File: config.mk
export PLATFORM = sky130hd
export DESIGN_NAME = clk_duty_meter
export DESIGN_NICKNAME = d
export VERILOG_FILES = /design/src/rtl/clk_duty_meter_pkg.sv /design/src/rtl/clk_half_sampler.sv /design/src/rtl/clk_duty_meter.sv
export SDC_FILE = /design/constraint.sdc
export NUM_CORES = 1
export LEC_CHECK = 0
export BUFFER_PORTS_ARGS = -buffer_cell sky130_fd_sc_hd__buf_2
export CAP_MARGIN = 20
export CORE_UTILIZATION = 53
export CTS_CLUSTER_DIAMETER = 100
export CTS_CLUSTER_SIZE = 25
export DETAILED_ROUTE_END_ITERATION = 12
export PLACE_DENSITY_LB_ADDON = 0.2
export SKIP_LAST_GASP = 1
export SYNTH_ARGS = -nofsm -noshare
export SYNTH_HDL_FRONTEND = slang
export SYNTH_HIERARCHICAL = 1
export SYNTH_SLANG_ARGS = --single-unit
File: constraint.sdc
create_clock -name CLK -period 2.43 [get_ports CLK]
set_clock_uncertainty 0.05 [all_clocks]
set_input_delay 0.729 -clock CLK [delete_from_list [all_inputs] [get_ports CLK]]
set_output_delay 0.729 -clock CLK [all_outputs]
set_load 0.05 [all_outputs]
File: src/rtl/clk_duty_meter_pkg.sv
// Shared definitions for the clock-divider family: default counter width and
// the duty-meter FSM state encoding.
package clk_duty_meter_pkg;

  // Default width of the half-cycle counters and result ports.
  localparam int unsigned DEFAULT_W = 6;

  // SYNC: waiting for the first SIG rise, nothing counted.
  // MEAS: inside a period window, accumulating counts.
  typedef enum logic {
    SYNC = 1'b0,
    MEAS = 1'b1
  } meter_state_e;

endpackage

File: src/rtl/clk_half_sampler.sv
// Captures SIG on the falling edge of CLK so the posedge logic can see the
// half-cycle sample that precedes each rising edge.
module clk_half_sampler (
  input  logic CLK,
  input  logic CLRn,
  input  logic i_sig,
  output logic o_sample
);

  logic r_sample;

  // Negedge capture with asynchronous clear.
  always_ff @(negedge CLK or negedge CLRn) begin
    if (!CLRn) begin
      r_sample <= 1'b0;
    end else begin
      r_sample <= i_sig;
    end
  end

  assign o_sample = r_sample;

endmodule

File: src/rtl/clk_duty_meter.sv
// Measures period and high time of SIG in CLK half-cycles. Each posedge
// processes two samples in order: the negedge sample (h0) then the posedge
// sample (h1). A period window runs from a rise sample up to, but excluding,
// the next rise sample.
module clk_duty_meter
  import clk_duty_meter_pkg::*;
#(
  parameter int unsigned W = DEFAULT_W
) (
  input  logic         CLK,
  input  logic         CLRn,
  input  logic         SIG,
  input  logic         ACK,
  output logic         VALID,
  output logic [W-1:0] PERIOD_H,
  output logic [W-1:0] HIGH_H,
  output logic         OVF,
  output logic         MISS
);

  localparam logic [W-1:0] CntMax  = '1;
  localparam logic [W-1:0] CntZero = '0;
  localparam logic [W-1:0] CntOne  = {{(W-1){1'b0}}, 1'b1};

  logic         w_sn;
  meter_state_e r_state, w_state_d;
  logic         r_prev;
  logic [W-1:0] r_cnt_p, r_cnt_h, w_cnt_p_d, w_cnt_h_d;
  logic         w_pub, w_ovf_evt;
  logic [W-1:0] w_pub_p, w_pub_h;

  logic         r_valid, w_valid_d;
  logic [W-1:0] r_period, w_period_d;
  logic [W-1:0] r_high, w_high_d;
  logic         r_ovf, w_ovf_d;
  logic         r_miss, w_miss_d;
  logic         w_accept;

  clk_half_sampler u_sampler (
    .CLK      (CLK),
    .CLRn     (CLRn),
    .i_sig    (SIG),
    .o_sample (w_sn)
  );

  // Walk h0 then h1 through the window rules; at most one rise per step.
  always_comb begin : step_logic
    meter_state_e w_st;
    logic         w_last;
    logic         w_smp;
    logic         w_rise;
    logic [W-1:0] w_p;
    logic [W-1:0] w_h;
    w_st      = r_state;
    w_last    = r_prev;
    w_p       = r_cnt_p;
    w_h       = r_cnt_h;
    w_smp     = 1'b0;
    w_rise    = 1'b0;
    w_pub     = 1'b0;
    w_pub_p   = CntZero;
    w_pub_h   = CntZero;
    w_ovf_evt = 1'b0;
    for (int i = 0; i < 2; i++) begin
      w_smp  = (i == 0) ? w_sn : SIG;
      w_rise = w_smp & ~w_last;
      case (w_st)
        SYNC: begin
          if (w_rise) begin
            w_st = MEAS;
            w_p  = CntOne;
            w_h  = CntOne;
          end
        end
        MEAS: begin
          if (w_rise) begin
            // Window closes before this sample; it opens the next one.
            w_pub   = 1'b1;
            w_pub_p = w_p;
            w_pub_h = w_h;
            w_p     = CntOne;
            w_h     = CntOne;
          end else if (w_p == CntMax) begin
            // One more sample would not fit: drop the window and resync.
            w_ovf_evt = 1'b1;
            w_st      = SYNC;
            w_p       = CntZero;
            w_h       = CntZero;
          end else begin
            w_p = w_p + CntOne;
            w_h = w_h + {{(W-1){1'b0}}, w_smp};
          end
        end
        default: w_st = SYNC;
      endcase
      w_last = w_smp;
    end
    w_state_d = w_st;
    w_cnt_p_d = w_p;
    w_cnt_h_d = w_h;
  end

  // Measurement state, previous sample and running counts.
  always_ff @(posedge CLK or negedge CLRn) begin
    if (!CLRn) begin
      r_state <= SYNC;
      r_prev  <= 1'b0;
      r_cnt_p <= CntZero;
      r_cnt_h <= CntZero;
    end else begin
      r_state <= w_state_d;
      r_prev  <= SIG;
      r_cnt_p <= w_cnt_p_d;
      r_cnt_h <= w_cnt_h_d;
    end
  end

  // Result handshake: a publish into a pending, unaccepted result is dropped.
  always_comb begin : result_next
    w_valid_d  = r_valid;
    w_period_d = r_period;
    w_high_d   = r_high;
    w_ovf_d    = r_ovf;
    w_miss_d   = r_miss;
    w_accept   = r_valid & ACK;
    if (w_accept) begin
      w_miss_d = 1'b0;
    end
    if (w_pub) begin
      w_ovf_d = 1'b0;
      if (!r_valid || ACK) begin
        w_valid_d  = 1'b1;
        w_period_d = w_pub_p;
        w_high_d   = w_pub_h;
      end else begin
        w_miss_d = 1'b1;
      end
    end else begin
      if (w_accept) begin
        w_valid_d = 1'b0;
      end
      if (w_ovf_evt) begin
        w_ovf_d = 1'b1;
      end
    end
  end

  // Result and status registers.
  always_ff @(posedge CLK or negedge CLRn) begin
    if (!CLRn) begin
      r_valid  <= 1'b0;
      r_period <= CntZero;
      r_high   <= CntZero;
      r_ovf    <= 1'b0;
      r_miss   <= 1'b0;
    end else begin
      r_valid  <= w_valid_d;
      r_period <= w_period_d;
      r_high   <= w_high_d;
      r_ovf    <= w_ovf_d;
      r_miss   <= w_miss_d;
    end
  end

  assign VALID    = r_valid;
  assign PERIOD_H = r_period;
  assign HIGH_H   = r_high;
  assign OVF      = r_ovf;
  assign MISS     = r_miss;

endmodule

Yosys cells after proc, flatten, opt, wreduce, memory -nomap -nowiden:

Index checks and enable logic that the tools add are counted.

* flip-flop bits (word level): 30
* logic and storage cells: 79
* output and inout bits: 15
* input port bits: 4

* bitwise logic cells: 7
* add/sub/neg operators: 4
* reductions and logical operators: 6
* multiplexer cells: 49
* eq/ne operators: 3

Operators by type and width (count)
* 2-to-1 mux 6 bit: 20
* one-hot mux 6 bit (2 select lines): 4
* 2-to-1 mux 1 bit: 23
* adder 6 x 1 -> 6 bit: 2
* adder 6 x 1 -> 6 bit (second input constant): 2
* equality test 6 bit (second input constant): 2
* inverter 1 bit: 4
* one-hot mux 1 bit (2 select lines): 2
* AND reduction 2 bit: 2
* nonzero test 2 bit: 2
* bitwise AND 1 bit: 3
* inequality test 2 x 1 -> 1 bit (second input constant): 1
* logical NOT 1 bit: 1
* logical OR 1 bit: 1

Depth between registers and ports, before layout:

* depth in word-level cells: 10
* depth in mapped cells: 11
* depth with buffers taken out: 11

Modules after synthesis:

Netlist, hierarchy kept.

Modules (own cells, without submodules)
* clk_duty_meter: area an instance 1864.3 µm², cells an instance 215, instances 1, seq. area each 725.7 µm²
* clk_half_sampler: area an instance 25.0 µm², cells an instance 1, instances 1, seq. area each 25.0 µm²

==> summary.log <==
qor: yosys.synthesis.instances 216
qor: yosys.synth_largest_area_cell sky130_fd_sc_hd__dfrtp_1
qor: cts.cts_buffers 5
qor: critical_path.arrival 3.50 ns
qor: critical_path.crit_type reg -> reg
qor: yosys.yosys-top-cells-area sky130_fd_sc_hd__dfrtp_1 38%, sky130_fd_sc_hd__nand2_1 5.8%, sky130_fd_sc_hd__a22oi_1 4.4%
qor: timing.worst_margin_slew 0.473 ns
qor: yosys.yosys.area.top_type_share 38.4%
qor: global_route.antenna_violations_before_repair 0
qor: timing.hold_violations 0
qor: yosys.synth_area_per_cell 8.75 sq um
qor: yosys.cell_area_after_technology_mapping 1890 sq um
qor: layout.drive_above_1_share 47.7%
qor: yosys.sequential_cell_area_fraction_in_the_yosys_report 39.7%
qor: layout.mostFrequentLayoutCell sky130_fd_sc_hd__buf_4
qor: cts.max-clock-path-buffers 2
qor: drt.number_of_vias_after_detailed_routing 2120
qor: layout.final_cell_mix 44 x sky130_fd_sc_hd__buf_4, 29 x sky130_fd_sc_hd__dfrtp_1, 22 x sky130_fd_sc_hd__nand2_1
qor: critical_path.endpoint_kind register
qor: cts.cts_sinks 30
qor: drt.avgViaCountPerCell 6.37
qor: outcome.status complete, but fails checks
qor: global_route.globalRoute.totalOverflow 0
qor: cts.cts_htree_levels 2
qor: timing.worst_slew_margin_relative_to_its_limit 68.2%
qor: timing.fin_worst_hold_slack 0.393 ns
qor: power_and_ir_drop.power_per_unit_of_standard_cell_area 761 nW/um^2
qor: yosys.count_of_flip_flops_with_a_built_in_enable_after_synthesis 0
qor: floorplanning.placeable_core_region 3360 sq um
qor: yosys.postSynthRegisterBits 30
qor: cts.cts_tree yes
qor: global_route.grt_usage 32.1%
qor: drt.drt-total-wl 6350 um
qor: critical_path.crit_path_max_fanout 2
qor: placement.detailed_place.area 2400 sq um
qor: floorplanning.fp.dieH 61.7 um
qor: outcome.violations negative setup slack
qor: layout.finish.instance_area 2790 sq um
qor: yosys.share_of_synthesized_flip_flops_with_an_asynchronous_set_or_reset 100%
qor: yosys.net_count_synth 226
qor: floorplanning.starting_density_of_the_core 56.2%
qor: hold_path.hold_class in -> async
qor: global_route.first_pass_grt_wire_length 8620 um
qor: cts.clk_pin_slew_worst_paths 0.11 ns
qor: yosys.yosys.cell_types.count 45
qor: yosys.synthesis.yosys.warnings 6
qor: cts.ctsRootBufferMaster sky130_fd_sc_hd__clkbuf_4
qor: drt.drc_errors 0
qor: timing.slew_violations 0
qor: placement.finalWeightedCongestion 0.956
qor: drt.wl_per_cell 19.1 um
qor: timing.postLayoutSetupSlackWorst -0.836 ns
qor: layout.fin_util 82.8%
qor: yosys.top_reg_cell_synth sky130_fd_sc_hd__dfrtp_1
qor: placement.dp_hpwl 3910 um
qor: power_and_ir_drop.ir_worst_vdd 0.000553 V
qor: drt.dr.pass1.iters 4
qor: drt.detail-route-antenna-nets 0
qor: cts.clk-insertion-delay-late 0.35 ns
qor: global_route.grt_pass1_vias 1793
qor: placement.port_buffers 18
qor: power_and_ir_drop.total_power_consumption_of_the_routed_design 2.12 mW
qor: timing.grt_setup_unrepaired yes
qor: power_and_ir_drop.cellLeakagePower 1.24 nW
qor: global_route.largest_net_degree_at_the_start_of_global_routing 30
qor: floorplanning.num_io_pins 19
qor: floorplanning.dieArea 3810 sq um
qor: timing.setup_violations 28
qor: placement.dpl.cell_count 316
qor: critical_path.cp_data_required_time 2.66 ns
qor: floorplanning.die_width 61.7 um
qor: placement.pre_cts_ws -0.790 ns
qor: critical_path.critical_path.startpoint_type register
qor: layout.finalNetCount 296
qor: job.cap_viol_max_count 0
qor: floorplanning.core.rowCount 21
qor: layout.insertedDiodeCount 0
qor: timing.fin_tns_setup -16.43 ns
qor: layout.final-instance-count-excl-fill 333
qor: layout.layout_area_growth_over_synthesis 47.4%
qor: drt.first_iter_violations 158
==> final cells by class <==
cell class	instances	area, sq um
Clock buffer	5	37.5
Sequential cell	30	751
Clock inverter	3	40.0
Fill cell	219	578
Inverter	1	3.75
Multi-Input combinational cell	173	1320
Timing Repair Buffer	75	579
Tap cell	46	57.6
==> worst paths after layout <==
path / start / to / slack [ns] / cells past startpoint
worst min-delay path: CLRn / PERIOD_H[3] / 0.39 / 2
worst max register to register: u_sampler/o_sample / r_cnt_h[4] / -0.84 / 8
min in group CLK: PERIOD_H[1] / PERIOD_H[1] / 0.45 / 2
max in group asynchronous: CLRn / u_sampler/o_sample / 0.95 / 1
worst min register to register: PERIOD_H[1] / PERIOD_H[1] / 0.45 / 2
worst max-delay path: u_sampler/o_sample / r_cnt_h[4] / -0.84 / 8
==> power by group <==
part / internal [mW] / switching [mW]
Sequential: 0.589 / 0.115
Combinational: 0.427 / 0.580
Clock: 0.213 / 0.195
Total: 1.23 / 0.890
==> repair_timing <==
action / CTS / global route
hold buffers: 0 / 0
endpoints found under the setup margin: 28 / 28
buffers inserted: 6 / 9
gates resized for setup: 20 / 39
hold endpoints to repair: 0 / 0
pin swaps: 2 / 16
gates cloned: 0 / 1
==> synthesized netlist by cell type (3+ instances only) <==
master and count:
sky130_fd_sc_hd__buf_2 8, sky130_fd_sc_hd__nor2b_1 3, sky130_fd_sc_hd__a21oi_1 14, sky130_fd_sc_hd__o21ai_1 4
sky130_fd_sc_hd__and3_1 3, sky130_fd_sc_hd__clkbuf_1 3, sky130_fd_sc_hd__nand4_1 7, sky130_fd_sc_hd__dfrtp_1 29
sky130_fd_sc_hd__nor3_1 5, sky130_fd_sc_hd__xor2_1 8, sky130_fd_sc_hd__o211ai_1 3, sky130_fd_sc_hd__nand2_1 29
sky130_fd_sc_hd__ha_1 6, sky130_fd_sc_hd__nor2_1 16, sky130_fd_sc_hd__nand2b_1 3, sky130_fd_sc_hd__o21ai_0 15
sky130_fd_sc_hd__xnor2_1 4, sky130_fd_sc_hd__nand3_1 13, sky130_fd_sc_hd__a22oi_1 11
==> metal layers <==
metal,vias to the layer above,share of wire [%],global-route usage [%]
li1,936,-,-
met1,1028,39,43.3
met2,135,49,49.8
met3,21,9.2,7.45
met4,0,2.9,13.0
met5,-,0,0
==> critical path: stages (launching register included) <==
cell and delay (ns):
sky130_fd_sc_hd__dfrtn_1 0.45, sky130_fd_sc_hd__ha_1 0.25, sky130_fd_sc_hd__a221o_1 0.33, sky130_fd_sc_hd__ha_2 0.20, sky130_fd_sc_hd__ha_4 0.16, sky130_fd_sc_hd__nand3_2 0.05
sky130_fd_sc_hd__nor3_1 0.05, sky130_fd_sc_hd__or3_1 0.33, sky130_fd_sc_hd__a21oi_2 0.13
==> flip-flops by register name (all words and copies together) (netlist names) <==
signal and cells:
HIGH_H 6, PERIOD_H 6, r_cnt_h 6, r_cnt_p 6, MISS 1, OVF 1
VALID 1, r_prev 1, r_state 1, u_sampler/o_sample 1
==> cells by family (layout without fill, tap and decap cells) <==
group           Yosys count  after routing  synth area share (%)
fa+ha+maj                 6              6                  3.97
simple gates             92             92                  24.7
compound gates           61             61                  21.6
flops                    30             30                  39.7
mux                       2              2                  1.13
xor+xnor                 12             12                  5.56
buf+inv                  13             84                  3.31
Note: power is estimated with default switching activity, not from simulation.
